==> config.mk <==
export PLATFORM = sky130hd
export DESIGN_NAME = fetch_ctrl_flat
export DESIGN_NICKNAME = d
export VERILOG_FILES = /design/src/rtl/fetch_pkg.sv /design/src/rtl/fetch_ctrl_if.sv /design/src/rtl/fetch_ctrl_next_pc.sv /design/src/rtl/fetch_ctrl.sv /design/src/flat_wrapper.sv
export SDC_FILE = /design/constraint.sdc
export NUM_CORES = 1
export LEC_CHECK = 0
export ABC_AREA = 0
export ABC_CLOCK_PERIOD_IN_PS = 4300
export BUFFER_PORTS_ARGS = -buffer_cell sky130_fd_sc_hd__buf_2
export CAP_MARGIN = 20
export CORE_MARGIN = 10
export CORE_UTILIZATION = 40
export DETAILED_ROUTE_END_ITERATION = 10
export SLEW_MARGIN = 15
export SYNTH_ARGS = -nofsm -noshare
export SYNTH_HDL_FRONTEND = slang
export SYNTH_HIERARCHICAL = 1
export SYNTH_SLANG_ARGS = --single-unit
==> constraint.sdc <==
create_clock -name clk -period 4.3 [get_ports clk]
set_input_delay 0.43 -clock clk [delete_from_list [all_inputs] [get_ports clk]]
set_output_delay 0.43 -clock clk [all_outputs]
set_load 0.005 [all_outputs]
==> src/rtl/fetch_pkg.sv <==
// Shared types and constants for the instruction-fetch sequencer.
package fetch_pkg;

    typedef enum logic [2:0] {
        IDLE,
        FETCH,
        EXEC,
        HALTED,
        TRAP
    } fetch_state_t;

    typedef enum logic [1:0] {
        PC_SEQ  = 2'b00,
        PC_BR   = 2'b01,
        PC_JAL  = 2'b10,
        PC_JALR = 2'b11
    } pc_src_t;

    localparam logic [31:0] NOP_WORD = 32'h0000_0013;

    function automatic logic is_misaligned(input logic [31:0] addr);
        return addr[1:0] != 2'b00;
    endfunction

endpackage

==> src/rtl/fetch_ctrl_if.sv <==
// Instruction-memory request/response bus between fetch_ctrl and imem.
interface fetch_ctrl_if;

    logic        imem_req;
    logic [31:0] imem_addr;
    logic        imem_ready;
    logic [31:0] imem_rdata;

    modport master (
        output imem_req,
        output imem_addr,
        input  imem_ready,
        input  imem_rdata
    );

    modport slave (
        input  imem_req,
        input  imem_addr,
        output imem_ready,
        output imem_rdata
    );

endinterface

==> src/rtl/fetch_ctrl_next_pc.sv <==
// Next-PC target selection for sequential, branch, jal and jalr flow.
module next_pc_calc
    import fetch_pkg::*;
(
    input  logic [31:0] pc,
    input  logic [1:0]  pc_src,
    input  logic        branch_taken,
    input  logic [31:0] imm,
    input  logic [31:0] rs1_val,
    output logic [31:0] target,
    output logic        misaligned
);

    always_comb begin
        target = pc + 32'd4;
        case (pc_src_t'(pc_src))
            PC_SEQ:  target = pc + 32'd4;
            PC_BR:   target = branch_taken ? (pc + imm) : (pc + 32'd4);
            PC_JAL:  target = pc + imm;
            PC_JALR: target = (rs1_val + imm) & ~32'd1;
            default: target = pc + 32'd4;
        endcase
        misaligned = is_misaligned(target);
    end

endmodule

==> src/rtl/fetch_ctrl.sv <==
// PC owner and fetch sequencer: fetches, holds the instruction for execution,
// and advances the PC on retire with halt and misaligned-target trap support.
module fetch_ctrl #(
    parameter logic [31:0] RESET_PC = 32'h0000_0000,
    parameter logic [31:0] NOP_WORD = fetch_pkg::NOP_WORD
) (
    input  logic               clk,
    input  logic               rst,
    fetch_ctrl_if.master       imem,
    output logic [31:0]        instr,
    output logic               instr_valid,
    input  logic               retire,
    input  logic               stall,
    input  logic [1:0]         pc_src,
    input  logic               branch_taken,
    input  logic [31:0]        imm,
    input  logic [31:0]        rs1_val,
    input  logic               halt_req,
    output logic [31:0]        pc,
    output logic [31:0]        pc_plus4,
    output logic               halted,
    output logic               trap,
    output logic [31:0]        trap_addr
);

    import fetch_pkg::*;

    fetch_state_t state, state_next;
    logic [31:0]  pc_r, pc_next;
    logic [31:0]  instr_r, instr_next;
    logic [31:0]  trap_addr_r, trap_addr_next;
    logic [31:0]  target;
    logic         misaligned;

    next_pc_calc u_next_pc (
        .pc           (pc_r),
        .pc_src       (pc_src),
        .branch_taken (branch_taken),
        .imm          (imm),
        .rs1_val      (rs1_val),
        .target       (target),
        .misaligned   (misaligned)
    );

    always_ff @(posedge clk) begin
        if (!rst) begin
            state       <= IDLE;
            pc_r        <= RESET_PC;
            instr_r     <= NOP_WORD;
            trap_addr_r <= '0;
        end else begin
            state       <= state_next;
            pc_r        <= pc_next;
            instr_r     <= instr_next;
            trap_addr_r <= trap_addr_next;
        end
    end

    always_comb begin
        state_next     = state;
        pc_next        = pc_r;
        instr_next     = instr_r;
        trap_addr_next = trap_addr_r;
        case (state)
            IDLE: state_next = halt_req ? HALTED : FETCH;
            FETCH: begin
                if (imem.imem_ready) begin
                    instr_next = imem.imem_rdata;
                    state_next = EXEC;
                end
            end
            EXEC: begin
                if (retire && !stall) begin
                    instr_next = NOP_WORD;
                    // A misaligned target keeps the faulting PC for inspection.
                    if (misaligned) begin
                        trap_addr_next = target;
                        state_next     = TRAP;
                    end else begin
                        pc_next    = target;
                        state_next = halt_req ? HALTED : FETCH;
                    end
                end
            end
            HALTED: begin
                if (!halt_req) state_next = FETCH;
            end
            TRAP:    state_next = TRAP;
            default: state_next = IDLE;
        endcase
    end

    assign imem.imem_req  = (state == FETCH);
    assign imem.imem_addr = pc_r;
    assign instr          = instr_r;
    assign instr_valid    = (state == EXEC);
    assign pc             = pc_r;
    assign pc_plus4       = pc_r + 32'd4;
    assign halted         = (state == HALTED);
    assign trap           = (state == TRAP);
    assign trap_addr      = trap_addr_r;

endmodule

==> src/flat_wrapper.sv <==
// flat-port wrapper written by rule: the top's interface ports become plain ports
module fetch_ctrl_flat import fetch_pkg::*;
#(
    parameter logic [31:0] RESET_PC = 32'h0000_0000,
    parameter logic [31:0] NOP_WORD = fetch_pkg::NOP_WORD
)
  (clk, rst, instr, instr_valid, retire, stall, pc_src, branch_taken, imm, rs1_val, halt_req, pc, pc_plus4, halted, trap, trap_addr, imem_imem_req, imem_imem_addr, imem_imem_ready, imem_imem_rdata);
  fetch_ctrl_if imem_i ();
  input  logic clk;
  input  logic rst;
  output logic [31:0] instr;
  output logic instr_valid;
  input  logic retire;
  input  logic stall;
  input  logic [1:0] pc_src;
  input  logic branch_taken;
  input  logic [31:0] imm;
  input  logic [31:0] rs1_val;
  input  logic halt_req;
  output logic [31:0] pc;
  output logic [31:0] pc_plus4;
  output logic halted;
  output logic trap;
  output logic [31:0] trap_addr;
  output wire logic [$bits(imem_i.imem_req)-1:0] imem_imem_req;
  output wire logic [$bits(imem_i.imem_addr)-1:0] imem_imem_addr;
  input wire logic [$bits(imem_i.imem_ready)-1:0] imem_imem_ready;
  input wire logic [$bits(imem_i.imem_rdata)-1:0] imem_imem_rdata;
  assign imem_imem_req = imem_i.imem_req;
  assign imem_imem_addr = imem_i.imem_addr;
  assign imem_i.imem_ready = imem_imem_ready;
  assign imem_i.imem_rdata = imem_imem_rdata;
  fetch_ctrl #(.RESET_PC(RESET_PC), .NOP_WORD(NOP_WORD)) u_core (.clk(clk), .rst(rst), .imem(imem_i), .instr(instr), .instr_valid(instr_valid), .retire(retire), .stall(stall), .pc_src(pc_src), .branch_taken(branch_taken), .imm(imm), .rs1_val(rs1_val), .halt_req(halt_req), .pc(pc), .pc_plus4(pc_plus4), .halted(halted), .trap(trap), .trap_addr(trap_addr));
endmodule
==> metrics.txt, run 1 <==
# TYPE chip_impl_metric gauge
chip_impl_metric{name="cts.hold.buffers_added",unit=""} 0
chip_impl_metric{name="worstPathArrival",unit="ns"} 3.85
chip_impl_metric{name="timing.critical_path.fanout_max",unit=""} 14
chip_impl_info{name="tritoncts",value="yes"} 1
chip_impl_metric{name="synthesis.yosys.warnings",unit=""} 6
chip_impl_metric{name="power.ir.vdd_worst",unit="µV"} 196
chip_impl_metric{name="stdcell_area",unit="µm²"} 10600
chip_impl_metric{name="clockBufferDepth",unit=""} 2
chip_impl_info{name="crit_path_capture_type",value="flip-flop"} 1
chip_impl_metric{name="crit_buf_inv",unit=""} 0
chip_impl_metric{name="antenna_found_initial",unit=""} 0
chip_impl_metric{name="synth_compound_gate_area_share",unit="%"} 25.9
chip_impl_info{name="rsz0062_at_grt",value="false"} 1
chip_impl_info{name="critPathTopFamily",value="compound AO/OA/AOI/OAI gates"} 1
chip_impl_metric{name="finalHoldWorstSlack",unit="ns"} 0.348
chip_impl_metric{name="synth-xor-area-share",unit="%"} 10.8
chip_impl_metric{name="cpPeakStageDelay",unit="ns"} 0.69
chip_impl_info{name="combinational_family_with_the_most_area_after_synthesis",value="compound AO/OA/AOI/OAI gates"} 1
chip_impl_metric{name="fp.dieH",unit="µm"} 169
chip_impl_metric{name="syn_avg_cell_area",unit="µm²"} 7.53
chip_impl_metric{name="track_usage",unit="%"} 21.0
chip_impl_metric{name="slew_violations",unit=""} 0
chip_impl_metric{name="synth_nets",unit=""} 1358
chip_impl_info{name="layout.cells.most_common_list",value="sky130_fd_sc_hd__buf_2 (268), sky130_fd_sc_hd__nand2_1 (201), sky130_fd_sc_hd__dfxtp_1 (99), sky130_fd_sc_hd__a21oi_1 (63), sky130_fd_sc_hd__ha_1 (63)"} 1
chip_impl_metric{name="cts_resized",unit=""} 0
chip_impl_metric{name="floorplan.io_pins",unit=""} 269
chip_impl_metric{name="grt_start_max_net_pins",unit=""} 62
chip_impl_metric{name="grt_pass1_wl",unit="µm"} 49200
chip_impl_info{name="clock_root_buffer",value="sky130_fd_sc_hd__clkbuf_16"} 1
chip_impl_metric{name="finalNetCount",unit=""} 1569
chip_impl_metric{name="final_antenna_net_count",unit=""} 0
chip_impl_metric{name="cts_buffers",unit=""} 9
chip_impl_metric{name="simple_gate_area_share_of_the_yosys_netlist",unit="%"} 24.7
chip_impl_metric{name="core",unit="µm²"} 21900
chip_impl_metric{name="fill_cells",unit=""} 2260
chip_impl_metric{name="cts.sinks",unit=""} 99
chip_impl_metric{name="max_cap_violations",unit=""} 0
chip_impl_metric{name="initial_cell_density_of_the_core",unit="%"} 40.8
chip_impl_metric{name="htree_levels",unit=""} 3
chip_impl_info{name="worstSetupStartpointType",value="flip-flop"} 1
chip_impl_metric{name="routed_wl",unit="µm"} 31900
chip_impl_metric{name="post-cts-setup-buffers",unit=""} 0
chip_impl_metric{name="yosys.cell_types.count",unit=""} 68
chip_impl_metric{name="rows",unit=""} 54
chip_impl_metric{name="final_period_minus_worst_setup_slack",unit="ns"} 3.58
chip_impl_metric{name="final_hold_vios",unit=""} 0
chip_impl_metric{name="synth-edff-count",unit=""} 0
chip_impl_metric{name="synth_mux_area_share",unit="%"} 0
chip_impl_metric{name="static-leakage-power",unit="nW"} 4.86
chip_impl_metric{name="routedWlPerCell",unit="µm"} 18.9
chip_impl_metric{name="post-dp-hpwl",unit="µm"} 25500
chip_impl_metric{name="num_antenna_cells",unit=""} 0
chip_impl_metric{name="num_vias",unit=""} 9304
chip_impl_metric{name="synthesis.instances",unit=""} 1188
chip_impl_metric{name="required",unit="ns"} 4.57
chip_impl_metric{name="initialDrtViolationCount",unit=""} 714
chip_impl_info{name="crit_type",value="reg -> reg"} 1
chip_impl_metric{name="global_placer_s_final_weighted_congestion",unit=""} 0.920
chip_impl_metric{name="cts.clk_slew.worst_paths",unit="ns"} 0.07
chip_impl_metric{name="port-buffer-count",unit=""} 268
chip_impl_metric{name="dieArea",unit="µm²"} 28700
chip_impl_metric{name="first_global_vias",unit=""} 8836
chip_impl_info{name="run_status",value="completed"} 1
chip_impl_metric{name="fin_tns_setup",unit="ns"} 0
chip_impl_metric{name="dieWidth",unit="µm"} 169
chip_impl_metric{name="yosysSeqAreaShare",unit="%"} 22.2
chip_impl_info{name="synthFlopType",value="sky130_fd_sc_hd__dfxtp_1"} 1
chip_impl_metric{name="ys_async_rst_share",unit="%"} 0
chip_impl_metric{name="detailedRoute.firstPassIterationCount",unit=""} 5
chip_impl_metric{name="synth_adder_area_share",unit="%"} 9.27
chip_impl_metric{name="gr-total-overflow",unit=""} 0
chip_impl_metric{name="finalSetupViolCount",unit=""} 0
chip_impl_metric{name="syn_area",unit="µm²"} 8940
chip_impl_metric{name="worst_pin_slew",unit="ns"} 0.887
chip_impl_metric{name="final_cycle_share",unit="%"} 83.3
chip_impl_metric{name="drcViolationCount",unit=""} 0
chip_impl_info{name="hold_path_class",value="in -> reg"} 1
chip_impl_metric{name="p_per_area",unit="nW/µm²"} 262
chip_impl_metric{name="flow.area_growth_from_synthesis",unit="%"} 18.8
chip_impl_metric{name="synth-seq-cells",unit=""} 99
chip_impl_metric{name="drt-vias-per-instance",unit=""} 5.52
chip_impl_metric{name="clock_skew",unit="ns"} 0.00649
chip_impl_metric{name="fraction_of_final_layout_cells_sized_beyond_drive_strength_1",unit="%"} 23.7
chip_impl_info{name="crit_slowest_cell",value="sky130_fd_sc_hd__dfxtp_1"} 1
chip_impl_info{name="layout_commonest_cell",value="sky130_fd_sc_hd__buf_2"} 1
chip_impl_metric{name="fmaxAchievable",unit="GHz"} 0.279
chip_impl_metric{name="worstSkewPairLatency",unit="ns"} 0.34
chip_impl_metric{name="placed_cell_area",unit="µm²"} 10300
chip_impl_info{name="worstPathCellList",value="ha_1, a21oi_1, o21ai_0, a31oi_1, o21ai_1, a41oi_1, nor2_1, a311oi_1, xor2_1, a221oi_1, nand2_1, a21boi_1"} 1
chip_impl_metric{name="worst_slew_margin_rel",unit="%"} 40.9
## worst register-to-register path, cell delays in order, from the launching register on
cell,delay [ns]
sky130_fd_sc_hd__dfxtp_1,0.69
sky130_fd_sc_hd__ha_1,0.44
sky130_fd_sc_hd__a21oi_1,0.34
sky130_fd_sc_hd__o21ai_0,0.17
sky130_fd_sc_hd__a31oi_1,0.19
sky130_fd_sc_hd__o21ai_1,0.14
sky130_fd_sc_hd__a41oi_1,0.26
sky130_fd_sc_hd__nor2_1,0.13
sky130_fd_sc_hd__a311oi_1,0.33
sky130_fd_sc_hd__xor2_1,0.11
sky130_fd_sc_hd__a221oi_1,0.49
sky130_fd_sc_hd__nand2_1,0.09
sky130_fd_sc_hd__a21boi_1,0.14
## cells by family (layout without fill, tap and decap cells)
family,count (synthesis),count (layout)
buffers and inverters,118,334
AOI/OAI and AO/OA,335,335
adders and majority gates,65,65
xor gates and xnor gates,109,109
DFF,99,99
and+or+nand+nor,462,462
## worst paths after layout
check,slack (ns),to,cells after the start,from
max,0.72,u_core/imem.imem_addr[28],12,u_core/imem.imem_addr[11]
min,0.35,u_core/instr[10],3,imem_imem_rdata[10]
max reg2reg,0.72,u_core/imem.imem_addr[28],12,u_core/imem.imem_addr[11]
min reg2reg,0.45,u_core/trap_addr[1],2,u_core/trap_addr[1]
## routing by layer
| metal | track usage (%) | routed length, µm | vias up | share of wire, % |
|---|---|---|---|---|
| li1 | - | - | 4616 | - |
| met1 | 27.3 | 14100 | 4317 | 44 |
| met2 | 33.0 | 14200 | 351 | 44 |
| met3 | 7.34 | 3270 | 20 | 10 |
| met4 | 3.94 | 338 | 0 | 1.1 |
| met5 | 0 | 0 | - | 0 |
## area by class of cell
cell class | instances | area, µm² | area share [%]
Timing Repair Buffer | 296 | 1560 | 14.7
Clock buffer | 10 | 239 | 2.25
Sequential cell | 99 | 1980 | 18.7
Clock inverter | 6 | 63.8 | 0.601
Multi-Input combinational cell | 971 | 6340 | 59.7
Inverter | 22 | 82.6 | 0.777
Tap cell | 280 | 350 | 3.30
## state kept, by name, summed over array words and instances (netlist names)
signal and cells:
u_core/state 3, u_core/instr 32, u_core/imem.imem_addr 32, u_core/trap_addr 32
## synthesized netlist by cell type (4+ instances only)
cell type | count | area, µm²
sky130_fd_sc_hd__nor2_1 | 54 | 203
sky130_fd_sc_hd__buf_6 | 8 | 90.1
sky130_fd_sc_hd__o21a_1 | 5 | 37.5
sky130_fd_sc_hd__xnor2_1 | 58 | 508
sky130_fd_sc_hd__buf_4 | 34 | 255
sky130_fd_sc_hd__a21oi_1 | 65 | 325
sky130_fd_sc_hd__and4_1 | 7 | 61.3
sky130_fd_sc_hd__nand4_1 | 32 | 200
sky130_fd_sc_hd__a21boi_0 | 34 | 255
sky130_fd_sc_hd__o221ai_1 | 9 | 78.8
sky130_fd_sc_hd__nor4_1 | 9 | 56.3
sky130_fd_sc_hd__nor3b_1 | 4 | 30.0
sky130_fd_sc_hd__o21ai_1 | 6 | 30.0
sky130_fd_sc_hd__nor2b_1 | 13 | 81.3
sky130_fd_sc_hd__ha_1 | 63 | 788
sky130_fd_sc_hd__nor3_1 | 12 | 60.1
sky130_fd_sc_hd__a211o_1 | 4 | 35.0
sky130_fd_sc_hd__xor2_1 | 50 | 438
sky130_fd_sc_hd__nand2b_1 | 39 | 244
sky130_fd_sc_hd__nand3_1 | 57 | 285
sky130_fd_sc_hd__o21ai_0 | 53 | 265
sky130_fd_sc_hd__clkbuf_1 | 44 | 165
sky130_fd_sc_hd__nand2_1 | 201 | 754
sky130_fd_sc_hd__a211oi_1 | 6 | 45.0
sky130_fd_sc_hd__a221oi_2 | 4 | 60.1
sky130_fd_sc_hd__a21boi_1 | 61 | 458
sky130_fd_sc_hd__o21bai_1 | 5 | 37.5
sky130_fd_sc_hd__a22oi_1 | 13 | 97.6
sky130_fd_sc_hd__a21o_1 | 26 | 195
sky130_fd_sc_hd__buf_2 | 9 | 45.0
sky130_fd_sc_hd__or3_1 | 7 | 43.8
sky130_fd_sc_hd__dfxtp_1 | 99 | 1980
sky130_fd_sc_hd__a31oi_1 | 8 | 50.1
sky130_fd_sc_hd__o31ai_1 | 4 | 30.0
sky130_fd_sc_hd__inv_1 | 22 | 82.6
sky130_fd_sc_hd__and3_1 | 14 | 87.6
## per-stage QoR
stage	util, %	power, W	worst slack, ns	instances
floorplan	-	0.00165	1.36	1188
finish	48.5	0.00278	0.720	1684
CTS	48.4	0.00280	0.819	1683
global route	48.5	0.00296	0.494	1684
detailed placement	47.1	0.00197	0.747	1667
global placement	47.1	0.00197	0.828	1667
## where the power goes
group / internal (W) / switching, W
Clock: 0.000467 / 0.000351
Combinational: 0.000384 / 0.000547
Sequential: 0.000977 / 0.0000543
(Power assumes the default switching activity.)
==> run 2, diff against run 1 <==
--- a/config.mk
+++ b/config.mk
@@ -6,7 +6,7 @@
 export NUM_CORES = 1
 export LEC_CHECK = 0
 export ABC_AREA = 0
-export ABC_CLOCK_PERIOD_IN_PS = 4300
+export ABC_CLOCK_PERIOD_IN_PS = 3600
 export BUFFER_PORTS_ARGS = -buffer_cell sky130_fd_sc_hd__buf_2
 export CAP_MARGIN = 20
 export CORE_MARGIN = 10
==> constraint.sdc (replaced) <==
create_clock -name clk -period 3.6 [get_ports clk]
set_input_delay 0.36 -clock clk [delete_from_list [all_inputs] [get_ports clk]]
set_output_delay 0.36 -clock clk [all_outputs]
set_load 0.005 [all_outputs]
==> run 2 against run 1 <==
Against the previous run: sequential share of layout area fell by 0.19 points; count of clock-buffer cells in the layout is the same; via count is 2.5% higher; non-clock buffer count up 17; largest cell class unchanged.
==> metrics.txt, run 2 (synthesized netlist as in run 1, its figures left out) <==
# TYPE chip_impl_metric gauge
chip_impl_metric{name="cts_buffers",unit=""} 9
chip_impl_metric{name="post-cts-setup-buffers",unit=""} 0
chip_impl_metric{name="timing.critical_path.fanout_max",unit=""} 4
chip_impl_metric{name="grt_pass1_wl",unit="µm"} 50400
chip_impl_metric{name="p_per_area",unit="nW/µm²"} 306
chip_impl_info{name="hold_path_class",value="in -> reg"} 1
chip_impl_metric{name="stdcell_area",unit="µm²"} 10700
chip_impl_info{name="crit_path_capture_type",value="flip-flop"} 1
chip_impl_metric{name="cpPeakStageDelay",unit="ns"} 0.47
chip_impl_info{name="crit_slowest_cell",value="sky130_fd_sc_hd__o311ai_1"} 1
chip_impl_metric{name="worst_pin_slew",unit="ns"} 0.745
chip_impl_metric{name="port-buffer-count",unit=""} 268
chip_impl_metric{name="report.power.total",unit="W"} 0.00329
chip_impl_metric{name="setup.reg_to_reg.worst_slack",unit="ns"} 0.32
chip_impl_metric{name="initialDrtViolationCount",unit=""} 815
chip_impl_metric{name="worst_slew_margin_rel",unit="%"} 50.3
chip_impl_metric{name="fill_cells",unit=""} 2274
chip_impl_metric{name="crit_buf_inv",unit=""} 1
chip_impl_metric{name="final_cycle_share",unit="%"} 91.1
chip_impl_metric{name="first_global_vias",unit=""} 9016
chip_impl_metric{name="global_placer_s_final_weighted_congestion",unit=""} 0.934
chip_impl_info{name="tritoncts",value="yes"} 1
chip_impl_metric{name="rows",unit=""} 54
chip_impl_info{name="clock_root_buffer",value="sky130_fd_sc_hd__clkbuf_16"} 1
chip_impl_info{name="crit_type",value="reg -> reg"} 1
chip_impl_metric{name="routedWlPerCell",unit="µm"} 19.4
chip_impl_metric{name="placed_cell_area",unit="µm²"} 10400
chip_impl_metric{name="max_cap_violations",unit=""} 0
chip_impl_metric{name="cts.sinks",unit=""} 99
chip_impl_metric{name="required",unit="ns"} 3.88
chip_impl_info{name="rsz0062_at_grt",value="false"} 1
chip_impl_metric{name="worstPathArrival",unit="ns"} 3.56
chip_impl_info{name="layout.cells.most_common_list",value="sky130_fd_sc_hd__buf_2 (268), sky130_fd_sc_hd__nand2_1 (201), sky130_fd_sc_hd__dfxtp_1 (98), sky130_fd_sc_hd__a21oi_1 (63), sky130_fd_sc_hd__ha_1 (63)"} 1
chip_impl_metric{name="detailedRoute.firstPassIterationCount",unit=""} 5
chip_impl_metric{name="final_hold_vios",unit=""} 0
chip_impl_metric{name="worstSkewPairLatency",unit="ns"} 0.35
chip_impl_info{name="critPathTopFamily",value="compound AO/OA/AOI/OAI gates"} 1
chip_impl_metric{name="dieArea",unit="µm²"} 28700
chip_impl_metric{name="post-dp-hpwl",unit="µm"} 26300
chip_impl_metric{name="dp_worst_setup_slack",unit="ns"} 0.172
chip_impl_metric{name="initial_cell_density_of_the_core",unit="%"} 40.8
chip_impl_metric{name="final_period_minus_worst_setup_slack",unit="ns"} 3.28
chip_impl_metric{name="routed_wl",unit="µm"} 33000
chip_impl_metric{name="clockBufferDepth",unit=""} 2
chip_impl_metric{name="cts.hold.buffers_added",unit=""} 0
chip_impl_metric{name="finalHoldWorstSlack",unit="ns"} 0.268
chip_impl_metric{name="finalNetCount",unit=""} 1586
chip_impl_metric{name="core",unit="µm²"} 21900
chip_impl_metric{name="drt-vias-per-instance",unit=""} 5.60
chip_impl_metric{name="htree_levels",unit=""} 3
chip_impl_metric{name="finalSetupViolCount",unit=""} 0
chip_impl_metric{name="gr-total-overflow",unit=""} 0
chip_impl_metric{name="final_antenna_net_count",unit=""} 0
chip_impl_metric{name="cts.clk_slew.worst_paths",unit="ns"} 0.07
chip_impl_metric{name="track_usage",unit="%"} 21.7
chip_impl_info{name="run_status",value="completed"} 1
chip_impl_metric{name="flow.area_growth_from_synthesis",unit="%"} 20.1
chip_impl_metric{name="clock_skew",unit="ns"} 0.00800
chip_impl_metric{name="drcViolationCount",unit=""} 0
chip_impl_metric{name="fraction_of_final_layout_cells_sized_beyond_drive_strength_1",unit="%"} 24.6
chip_impl_metric{name="antenna_found_initial",unit=""} 2
chip_impl_metric{name="fp.dieH",unit="µm"} 169
chip_impl_metric{name="dieWidth",unit="µm"} 169
chip_impl_metric{name="power.ir.vdd_worst",unit="µV"} 242
chip_impl_info{name="layout_commonest_cell",value="sky130_fd_sc_hd__buf_2"} 1
chip_impl_metric{name="fmaxAchievable",unit="GHz"} 0.305
chip_impl_metric{name="slew_violations",unit=""} 0
chip_impl_metric{name="static-leakage-power",unit="nW"} 4.96
chip_impl_metric{name="fin_tns_setup",unit="ns"} 0
chip_impl_info{name="worstPathCellList",value="ha_1, inv_1, fa_1, nor2b_1, o31a_1, o311ai_1, o21ai_2, a41oi_1, nor2_1, a311oi_1, xor2_1, a221oi_1, nand2_1, a21boi_1"} 1
chip_impl_metric{name="num_vias",unit=""} 9537
chip_impl_info{name="worstSetupStartpointType",value="flip-flop"} 1
chip_impl_metric{name="floorplan.io_pins",unit=""} 269
chip_impl_metric{name="finalWorstSetupSlack",unit="ns"} 0.319
chip_impl_metric{name="grt_start_max_net_pins",unit=""} 46
run 2: cell types whose count changed in the layout (fill, tap and decap cells not counted), sizes merged:
cell	change
bufinv	-1
buf	+17
diode	+2
run 2: layout make-up:
class                           count  area, µm²  area share (%)
Sequential cell                    99       1980            18.5
Timing Repair Buffer              313       1680            15.6
Multi-Input combinational cell    971       6360            59.2
Clock buffer                       10        239            2.23
Tap cell                          280        350            3.26
Antenna cell                        2       5.00          0.0466
Clock inverter                      5       37.5           0.350
Inverter                           22       82.6           0.769
run 2: per-layer routing:
metal / part of all wire, % / vias up / global-route usage [%]
met1: 45 / 4421 / 29.3
met3: 11 / 49 / 7.48
met4: 2.7 / 0 / 6.64
met5: 0 / - / 0
met2: 42 / 413 / 31.6
li1: - / 4654 / -
run 2: path summary, 6_finish.rpt:
path	startpoint	to	depth (start not counted)
hold reg to reg	u_core/trap_addr[8]	u_core/trap_addr[8]	2
hold / removal	imem_imem_rdata[13]	u_core/instr[13]	3
setup / recovery	u_core/imem.imem_addr[0]	u_core/imem.imem_addr[28]	14
setup reg to reg	u_core/imem.imem_addr[0]	u_core/imem.imem_addr[28]	14
run 2: timing repair:
item,CTS,global route
endpoints found under the hold margin,0,0
gates resized for setup,0,3
endpoints found under the setup margin,0,3
run 2: through the flow:
stage	instances	utilization, %
after global placement	1685	47.7
after CTS	1700	48.9
after floorplan	1188	-
final	1702	49.0
after global routing	1702	49.0
after detailed placement	1685	47.7
run 2: where the power goes:
part	internal, W	switching [W]	total [W]
clock network	0.000487	0.000442	0.000929
logic	0.000463	0.000669	0.00113
registers	0.00117	0.0000596	0.00123
total	0.00212	0.00117	0.00329
run 2: worst register-to-register path, cell delays in order, from the launching register on:
cell                       delay, ns
sky130_fd_sc_hd__dfxtp_1        0.32
sky130_fd_sc_hd__ha_1           0.19
sky130_fd_sc_hd__inv_1          0.08
sky130_fd_sc_hd__fa_1           0.21
sky130_fd_sc_hd__nor2b_1        0.08
sky130_fd_sc_hd__o31a_1         0.29
sky130_fd_sc_hd__o311ai_1       0.47
sky130_fd_sc_hd__o21ai_2        0.13
sky130_fd_sc_hd__a41oi_1        0.26
sky130_fd_sc_hd__nor2_1         0.13
sky130_fd_sc_hd__a311oi_1       0.36
sky130_fd_sc_hd__xor2_1         0.11
sky130_fd_sc_hd__a221oi_1       0.36
sky130_fd_sc_hd__nand2_1        0.09
sky130_fd_sc_hd__a21boi_1       0.13
